--- src/rtl/dbg_ctrl.sv ---
// Debug/run controller: gates the core with run/halt/step/breakpoint
// and arbitrates debug access to imem, dmem and regfile while halted.
//
// Ports:
//   clk, rst            clock, synchronous active-high reset
//   cmd_valid/ready     host command handshake
//   cmd_op/addr/data    command opcode, word address, payload
//   rsp_valid/err/data  one-cycle response strobe, error flag, payload
//   cpu_en              core advance enable
//   cpu_pc, cpu_stop    core fetch PC, halt-instruction flag
//   inst_*, data_*      debug imem/dmem write strobe, address, data, read data
//   rf_dcp_rd, rf_addr  regfile debug read select and index, rf_out read data
//   halted, halt_cause  not-running flag, reason for last halt
module dbg_ctrl #(
  parameter int BP_W = 32
) (
  input  logic        clk,
  input  logic        rst,
  input  logic        cmd_valid,
  output logic        cmd_ready,
  input  logic [3:0]  cmd_op,
  input  logic [7:0]  cmd_addr,
  input  logic [31:0] cmd_data,
  output logic        rsp_valid,
  output logic        rsp_err,
  output logic [31:0] rsp_data,
  output logic        cpu_en,
  input  logic [31:0] cpu_pc,
  input  logic        cpu_stop,
  output logic        inst_we,
  output logic        data_we,
  output logic [7:0]  inst_addr,
  output logic [7:0]  data_addr,
  output logic [31:0] inst_in,
  output logic [31:0] data_in,
  output logic        rf_dcp_rd,
  output logic [4:0]  rf_addr,
  input  logic [31:0] inst_out,
  input  logic [31:0] data_out,
  input  logic [31:0] rf_out,
  output logic        halted,
  output logic [1:0]  halt_cause
);

  typedef enum logic [2:0] {
    S_HALT, S_RUN, S_STEP, S_ACC, S_RESP
  } state_e;

  localparam logic [3:0] OP_STATUS = 4'd0;
  localparam logic [3:0] OP_RUN    = 4'd1;
  localparam logic [3:0] OP_STEP   = 4'd2;
  localparam logic [3:0] OP_HALT   = 4'd3;
  localparam logic [3:0] OP_SETBP  = 4'd4;
  localparam logic [3:0] OP_CLRBP  = 4'd5;
  localparam logic [3:0] OP_WINST  = 4'd6;
  localparam logic [3:0] OP_WDATA  = 4'd7;
  localparam logic [3:0] OP_RINST  = 4'd8;
  localparam logic [3:0] OP_RDATA  = 4'd9;
  localparam logic [3:0] OP_RREG   = 4'd10;
  localparam logic [3:0] OP_CYCLES = 4'd11;

  localparam logic [1:0] C_CMD  = 2'd1;
  localparam logic [1:0] C_BP   = 2'd2;
  localparam logic [1:0] C_STOP = 2'd3;

  state_e            state_q, state_d;
  logic [3:0]        op_q, op_d;
  logic [BP_W-1:0]   bp_q, bp_d;
  logic              bp_en_q, bp_en_d;
  logic [1:0]        cause_q, cause_d;
  logic [31:0]       cnt_q, cnt_d;
  logic              rsp_valid_q, rsp_valid_d;
  logic              rsp_err_q, rsp_err_d;
  logic [31:0]       rsp_data_q, rsp_data_d;
  logic              rsp_pc_q, rsp_pc_d;
  logic [7:0]        iaddr_q, iaddr_d;
  logic [7:0]        daddr_q, daddr_d;
  logic [31:0]       idata_q, idata_d;
  logic [31:0]       ddata_q, ddata_d;
  logic [4:0]        raddr_q, raddr_d;

  logic accept;
  logic bp_hit;

  assign cmd_ready = (state_q == S_HALT) || (state_q == S_RUN);
  assign accept    = cmd_valid && cmd_ready;
  assign bp_hit    = bp_en_q && (cpu_pc[BP_W-1:0] == bp_q);

  // Combinational gate so the breakpoint instruction is never
  // advanced past; STEP ignores the breakpoint on purpose.
  always_comb begin
    cpu_en = 1'b0;
    if (state_q == S_RUN) begin
      cpu_en = !bp_hit && !cpu_stop;
    end else if (state_q == S_STEP) begin
      cpu_en = 1'b1;
    end
  end

  assign cnt_d = cnt_q + {31'd0, cpu_en};

  always_comb begin
    state_d     = state_q;
    op_d        = op_q;
    bp_d        = bp_q;
    bp_en_d     = bp_en_q;
    cause_d     = cause_q;
    rsp_valid_d = 1'b0;
    rsp_err_d   = 1'b0;
    rsp_data_d  = rsp_data_q;
    rsp_pc_d    = 1'b0;
    iaddr_d     = iaddr_q;
    daddr_d     = daddr_q;
    idata_d     = idata_q;
    ddata_d     = ddata_q;
    raddr_d     = raddr_q;
    case (state_q)
      S_HALT: begin
        if (accept) begin
          rsp_valid_d = 1'b1;
          rsp_data_d  = 32'd0;
          state_d     = S_RESP;
          case (cmd_op)
            OP_STATUS: rsp_data_d = cpu_pc;
            OP_CYCLES: rsp_data_d = cnt_q;
            OP_HALT:   ;
            OP_RUN:    state_d = S_RUN;
            OP_SETBP: begin
              bp_d    = cmd_data[BP_W-1:0];
              bp_en_d = 1'b1;
            end
            OP_CLRBP: begin
              bp_d    = cmd_data[BP_W-1:0];
              bp_en_d = 1'b0;
            end
            OP_STEP: begin
              rsp_valid_d = 1'b0;
              state_d     = S_STEP;
            end
            OP_WINST, OP_RINST: begin
              rsp_valid_d = 1'b0;
              state_d     = S_ACC;
              op_d        = cmd_op;
              iaddr_d     = cmd_addr;
              if (cmd_op == OP_WINST) idata_d = cmd_data;
            end
            OP_WDATA, OP_RDATA: begin
              rsp_valid_d = 1'b0;
              state_d     = S_ACC;
              op_d        = cmd_op;
              daddr_d     = cmd_addr;
              if (cmd_op == OP_WDATA) ddata_d = cmd_data;
            end
            OP_RREG: begin
              rsp_valid_d = 1'b0;
              state_d     = S_ACC;
              op_d        = cmd_op;
              raddr_d     = cmd_addr[4:0];
            end
            default: rsp_err_d = 1'b1;
          endcase
        end
      end
      S_RUN: begin
        if (cpu_stop) begin
          state_d = S_HALT;
          cause_d = C_STOP;
        end
        if (accept) begin
          rsp_valid_d = 1'b1;
          rsp_data_d  = 32'd0;
          case (cmd_op)
            OP_STATUS: rsp_data_d = cpu_pc;
            OP_CYCLES: rsp_data_d = cnt_q;
            OP_HALT: begin
              state_d = S_HALT;
              cause_d = C_CMD;
            end
            default: rsp_err_d = 1'b1;
          endcase
        end
        // Breakpoint wins the cause over a coincident HALT or stop.
        if (bp_hit) begin
          state_d = S_HALT;
          cause_d = C_BP;
        end
      end
      S_STEP: begin
        rsp_valid_d = 1'b1;
        rsp_pc_d    = 1'b1;
        state_d     = S_RESP;
      end
      S_ACC: begin
        rsp_valid_d = 1'b1;
        state_d     = S_RESP;
        case (op_q)
          OP_RINST: rsp_data_d = inst_out;
          OP_RDATA: rsp_data_d = data_out;
          OP_RREG:  rsp_data_d = rf_out;
          default:  rsp_data_d = 32'd0;
        endcase
      end
      S_RESP:  state_d = S_HALT;
      default: state_d = S_HALT;
    endcase
  end

  always_ff @(posedge clk) begin
    if (rst) begin
      state_q     <= S_HALT;
      op_q        <= 4'd0;
      bp_q        <= '0;
      bp_en_q     <= 1'b0;
      cause_q     <= 2'd0;
      cnt_q       <= 32'd0;
      rsp_valid_q <= 1'b0;
      rsp_err_q   <= 1'b0;
      rsp_data_q  <= 32'd0;
      rsp_pc_q    <= 1'b0;
      iaddr_q     <= 8'd0;
      daddr_q     <= 8'd0;
      idata_q     <= 32'd0;
      ddata_q     <= 32'd0;
      raddr_q     <= 5'd0;
    end else begin
      state_q     <= state_d;
      op_q        <= op_d;
      bp_q        <= bp_d;
      bp_en_q     <= bp_en_d;
      cause_q     <= cause_d;
      cnt_q       <= cnt_d;
      rsp_valid_q <= rsp_valid_d;
      rsp_err_q   <= rsp_err_d;
      rsp_data_q  <= rsp_data_d;
      rsp_pc_q    <= rsp_pc_d;
      iaddr_q     <= iaddr_d;
      daddr_q     <= daddr_d;
      idata_q     <= idata_d;
      ddata_q     <= ddata_d;
      raddr_q     <= raddr_d;
    end
  end

  // After STEP the core's PC only updates on the edge that ends
  // the step, so the response carries the live PC.
  assign rsp_valid  = rsp_valid_q;
  assign rsp_err    = rsp_err_q;
  assign rsp_data   = rsp_pc_q ? cpu_pc : rsp_data_q;
  assign inst_we    = (state_q == S_ACC) && (op_q == OP_WINST);
  assign data_we    = (state_q == S_ACC) && (op_q == OP_WDATA);
  assign rf_dcp_rd  = (state_q == S_ACC) && (op_q == OP_RREG);
  assign inst_addr  = iaddr_q;
  assign data_addr  = daddr_q;
  assign inst_in    = idata_q;
  assign data_in    = ddata_q;
  assign rf_addr    = raddr_q;
  assign halted     = (state_q != S_RUN);
  assign halt_cause = cause_q;

endmodule

--- config.mk ---
export PLATFORM = sky130hd
export DESIGN_NAME = dbg_ctrl
export DESIGN_NICKNAME = d
export VERILOG_FILES = /design/src/rtl/dbg_ctrl.sv
export SDC_FILE = /design/constraint.sdc
export NUM_CORES = 1
export LEC_CHECK = 0
export ABC_CLOCK_PERIOD_IN_PS = 2600
export BUFFER_PORTS_ARGS = -buffer_cell sky130_fd_sc_hd__buf_2
export CAP_MARGIN = 20
export CORE_MARGIN = 1
export CORE_UTILIZATION = 45
export CTS_CLUSTER_SIZE = 8
export DETAILED_ROUTE_END_ITERATION = 6
export PLACE_DENSITY = 0.77
export SLEW_MARGIN = 20
export SYNTH_ARGS = -nofsm -noshare
export SYNTH_HDL_FRONTEND = slang
export SYNTH_SLANG_ARGS = --single-unit
export TNS_END_PERCENT = 5
--- constraint.sdc ---
create_clock -name clk -period 2.6 [get_ports clk]
set_input_delay 0.13 -clock clk [delete_from_list [all_inputs] [get_ports clk]]
set_output_delay 0.13 -clock clk [all_outputs]
set_load 0.03 [all_outputs]
Yosys cells after proc, flatten, opt, wreduce, memory -nomap -nowiden
Cells that the tools add are included.
Storage, ports and cells
  output and inout port bits: 127
  word-level logic and storage cells: 98
  register bits: 194
  input port bits: 176
Operators by class
  equal/unequal tests: 23
  reductions and logical operators: 31
  mux-type cells: 28
  add/sub/neg operators: 1
Operators by type and width (count)
  one-hot mux 32 bit (2 select lines): 2
  one-hot mux 32 bit (3 select lines): 1
  2-to-1 mux 32 bit: 2
  adder 32 x 1 -> 32 bit: 1
  equality test 32 bit: 1
  equality test 4 bit (second input constant): 7
  equality test 4 x 3 -> 1 bit (second input constant): 6
  one-hot mux 3 bit (3 select lines): 2
  AND reduction 3 bit: 6
  2-to-1 mux 3 bit: 5
  OR reduction 12 bit: 1
  OR reduction 2 bit: 5
  2-to-1 mux 1 bit: 9
  equality test 4 x 2 -> 1 bit (second input constant): 2
  2-to-1 mux 2 bit: 4
  AND reduction 4 bit: 2
  equality test 3 x 2 -> 1 bit (second input constant): 2
  logical AND 1 bit: 6
  OR reduction 6 bit: 1
  OR reduction 5 bit: 1
  equality test 4 x 1 -> 1 bit (second input constant): 1
  logical NOT 4 bit: 1
  one-hot mux 1 bit (2 select lines): 2
  nonzero test 2 bit: 2
  other kinds (10): 11

Longest topological paths before layout
  word-level depth: 6
  mapped depth: 12
  gate-level depth less buffers: 11

Least setup slack after synthesis
Ideal clock, no wire load.
  kind: register -> register
  from: reg bp_q[8]
  to: reg cnt_q[22]
  cell stages (with the launch flop): 13
  arrival time: 2.528 ns
  path slack: -0.056 ns
  data required time: 2.472 ns
  setup time: 0.128 ns
  period minus slack after synthesis: 2.656 ns
  buffers on the path: 1
  cells stage by stage: dfxtp_1 -> xnor2_1 -> nand4_1 -> nor4_1 -> nand3_1 -> o2bb2ai_1 -> ha_1 -> ha_1 -> nand4_1 -> buf_2 -> nor3_1 -> xnor2_1 -> nor2_1
On the way
  word-level cells in the longest chain between the ends: 6
Ends and longest elaborated chain
  start: declaration: line 68  | logic [BP_W-1:0] bp_q, bp_d;
  start signal: assignment: line 228  | bp_q <= bp_d;
  equality test 32 bit: line 87  | assign bp_hit = bp_en_q && (cpu_pc[BP_W-1:0] == bp_q);
  logical AND 1 bit: line 87
  logical NOT 1 bit: line 94  | cpu_en = !bp_hit && !cpu_stop;
  logical AND 1 bit: line 94
  2-to-1 mux 1 bit: line 93  | if (state_q == S_RUN) begin
  net cpu_en: line 27  | output logic cpu_en,
  adder 32 x 1 -> 32 bit: line 100  | assign cnt_d = cnt_q + {31'd0, cpu_en};
  end signal: assignment: line 231  | cnt_q <= cnt_d;
  end: declaration: line 71  | logic [31:0] cnt_q, cnt_d;
The timed path passes the listed nets, and every way through them passes these cells.
A chain may end at the register's enable or synchronous reset.

Final worst setup path
  from: reg bp_q[15]
  to: reg cnt_q[13]
On the way
  word-level cells in the longest chain between the ends: 6
Ends and longest elaborated chain (line)
  equality test 32 bit: 87
  logical AND 1 bit: 87
  logical NOT 1 bit: 94
  logical AND 1 bit: 94
  2-to-1 mux 1 bit: 93
  adder 32 x 1 -> 32 bit: 100
Every way passes these cells.

==> flow_metrics.tcl <==
set metrics [dict create \
    core_area_um2 19600 \
    layout_commonest_cell "buf_2" \
    crit_arrival_ns 2.93 \
    die_area_um2 20700 \
    synth_top_cell_area_share_pct 43.0 \
    syn_inst 1120 \
    skew_ns 0.00767 \
    yosysTopAreaCell "dfxtp_1" \
    track_usage_pct 27.0 \
    path_clk_slew_ns 0.07 \
    avgSynthCellArea_um2 8.07 \
    crit_path_end_kind "flip-flop" \
    synth_seq_cells 194 \
    hold_viol_final 0 \
    fin_nets 1599 \
    grt_overflow 0 \
    area_growth_syn_to_layout_pct 32.3 \
    hp-class "in2reg" \
    clock_sinks 194 \
    final_cell_mix "buf_2 (301), nand2_1 (237), dfxtp_1 (190)" \
    die_h_um 144 \
    fin_crit_sh_pct 99.1 \
    worst_pin_slew_ns 0.679 \
    cp-start-kind "flip-flop" \
    power.density_nw_per_um2 563 \
    wire_per_inst_um 16.7 \
    path_class "reg2reg" \
    grt_setup_unrepaired "true" \
    synth.top_cells.by_area "dfxtp_1 (43%), nand2_1 (9.8%), a21oi_1 (7.9%)" \
    antenna_found_initial 2 \
    synthDistinctLibCells 57 \
    fmax_mhz 388 \
    num_rows 51 \
    ys_seq_area_share_pct 43.0 \
    wl_met3_um 2040 \
    hpwl_um 20100 \
    via_per_inst 5.37 \
    clk_latency_ns 0.43 \
    fin_area_um2 12000 \
    placed_area_um2 10800 \
    dp_worst_setup_slack_ns 0.0364 \
    synthFlopType "dfxtp_1" \
    cts_tree "yes" \
    gp_congestion 0.842 \
    pin_count 303 \
    vdd_drop_max_mv 0.445 \
    die_x_um 144 \
    crit_fanout 6 \
    yosysWarnings 0 \
    whs_endpoint "rsp_valid" \
    syn-num-nets 1298 \
    r2r_cells 12 \
    highest_layer "met4" \
    ant_nets 0 \
    wl_um 28400 \
    initial_core_util_pct 46.1 \
    r2r_end "cnt_q[13]" \
    r2r_start "bp_q[15]" \
    required_ns 2.95 \
    finalSetupViolations 0 \
    worst_slack_ns 0.0243 \
    clock_path_buffers 2 \
    postSynth.asyncResetShare_pct 0 \
    rrSetupSlack_ns 0.02 \
    worst_hold_startpoint "cmd_valid" \
    max_cap_viol_count 0 \
    numPortBuffers 302 \
    wl_met1_um 12100 \
    h-tree-depth 4 \
    drtIter0Drc 686 \
    leakage_nw 4.78 \
    grt_pass1_wl_um 42800 \
    min_period_ns 2.58 \
    wl_met2_um 13700 \
    cts_buffers 17 \
    synth_edf_count 0 \
    grt_pass1_vias 8237 \
    drcViolationCount 0 \
    grt_max_degree 116 \
    status "finished, final reports clean" \
    slew_headroom_pct 54.6 \
    post-route-util_pct 61.1 \
    netlist_area_um2 9040 \
    drv_slew 0 \
    cts_root_buf "clkbuf_16" \
    drive_above_1_share_pct 30.4 \
    hold_depth 3 \
    num_vias 9126 \
    firstDrtPassIters 6 \
]
==> per-layer routing <==
metal,GRT usage [%],vias up
li1,-,4487
met1,33.7,4241
met2,45.6,361
met3,5.83,37
met4,9.80,0
met5,0,-
==> synthesized netlist by cell type, drive strengths merged (12+ instances only) <==
master  instances
a22oi          64
nand3          12
buf            30
inv            14
nor2           90
o21ai          43
mux2           32
o22ai          32
nor4           13
xnor2          43
a21oi         142
dfxtp         194
nand2         237
clkbuf         59
nand4          15
xor2           12
mux2i          25
==> final cells by class <==
| cell class | instances | area, um^2 |
|---|---|---|
| tap | 265 | 332 |
| sequential | 194 | 3890 |
| inverter | 14 | 52.6 |
| multi-input combinational | 822 | 4860 |
| timing repair buffer | 372 | 2220 |
| fill | 1687 | 7630 |
| clock inverter | 13 | 146 |
| antenna | 2 | 5.00 |
| clock buffer | 19 | 453 |
==> repair_timing <==
item | in CTS | in global routing
setup endpoints to repair | 0 | 21
setup buffers | 0 | 5
resized for setup | 0 | 22
hold buffers | 40 | 0
endpoints found under the hold margin | 109 | 0
==> state kept, by name, indices dropped and copies added, names as in the netlist <==
signal      flops
bp_en_q         1
bp_q           32
cnt_q          32
data_addr       8
data_in        32
halt_cause      2
inst_addr       8
inst_in        32
op_q            4
rf_addr         5
rsp_data_q     32
rsp_err         1
rsp_pc_q        1
rsp_valid       1
state_q         3
==> worst max-delay path: stages (launching register included) <==
cell and delay, ns:
dfxtp_2 0.33, xor2_1 0.18, nor4_1 0.09, and3_2 0.25, nand3_4 0.10, o2bb2ai_4 0.14, ha_4 0.15, and2_4 0.15
nand4_1 0.22, clkbuf_16 0.25, buf_4 0.13, or3_1 0.33, a21oi_1 0.18
==> through the flow <==
step	power [W]	setup TNS, ns	instances	hold slack, ns
global placement	0.00404	0	1621	0.381
global route	0.00700	-0.0265	1701	0.0353
finish	0.00673	0	1701	0.0373
CTS	0.00675	0	1693	0.0167
floorplan	0.00368	0	1120	0.266
detailed placement	0.00405	0	1621	0.391
==> worst max-delay path by stage <==
stage	depth (start not counted)	start	end	slack (ns)
global placement	13	bp_q[1]	cnt_q[31]	0.07
CTS	13	bp_q[1]	cnt_q[29]	0.03
detailed placement	13	bp_q[1]	cnt_q[29]	0.04
finish	12	bp_q[15]	cnt_q[13]	0.02
global route	12	bp_q[9]	cnt_q[13]	-0.02
floorplan	12	bp_q[8]	cnt_q[22]	0.07
==> kinds of logic (layout without fill, tap and decap cells) <==
family	count (synthesis)	after routing	share of synthesized area, %
DFF	194	194	43.0
adders and majority gates	2	2	0.277
and+or+nand+nor	417	417	20.6
muxes	57	57	6.76
buffers and inverters	104	418	5.34
other	0	2	0
xor gates and xnor gates	55	55	5.33
AOI/OAI and AO/OA	291	291	18.7
==> report_power, final <==
group / leakage, nW / switching [W] / total (W) / internal (W)
logic: 2.91 / 0.000558 / 0.000938 / 0.000380
registers: 1.57 / 0.0000510 / 0.00310 / 0.00305
clock network: 0.292 / 0.00120 / 0.00269 / 0.00149
total: 4.78 / 0.00181 / 0.00673 / 0.00492
No activity file was read; power rests on OpenSTA's default activity.
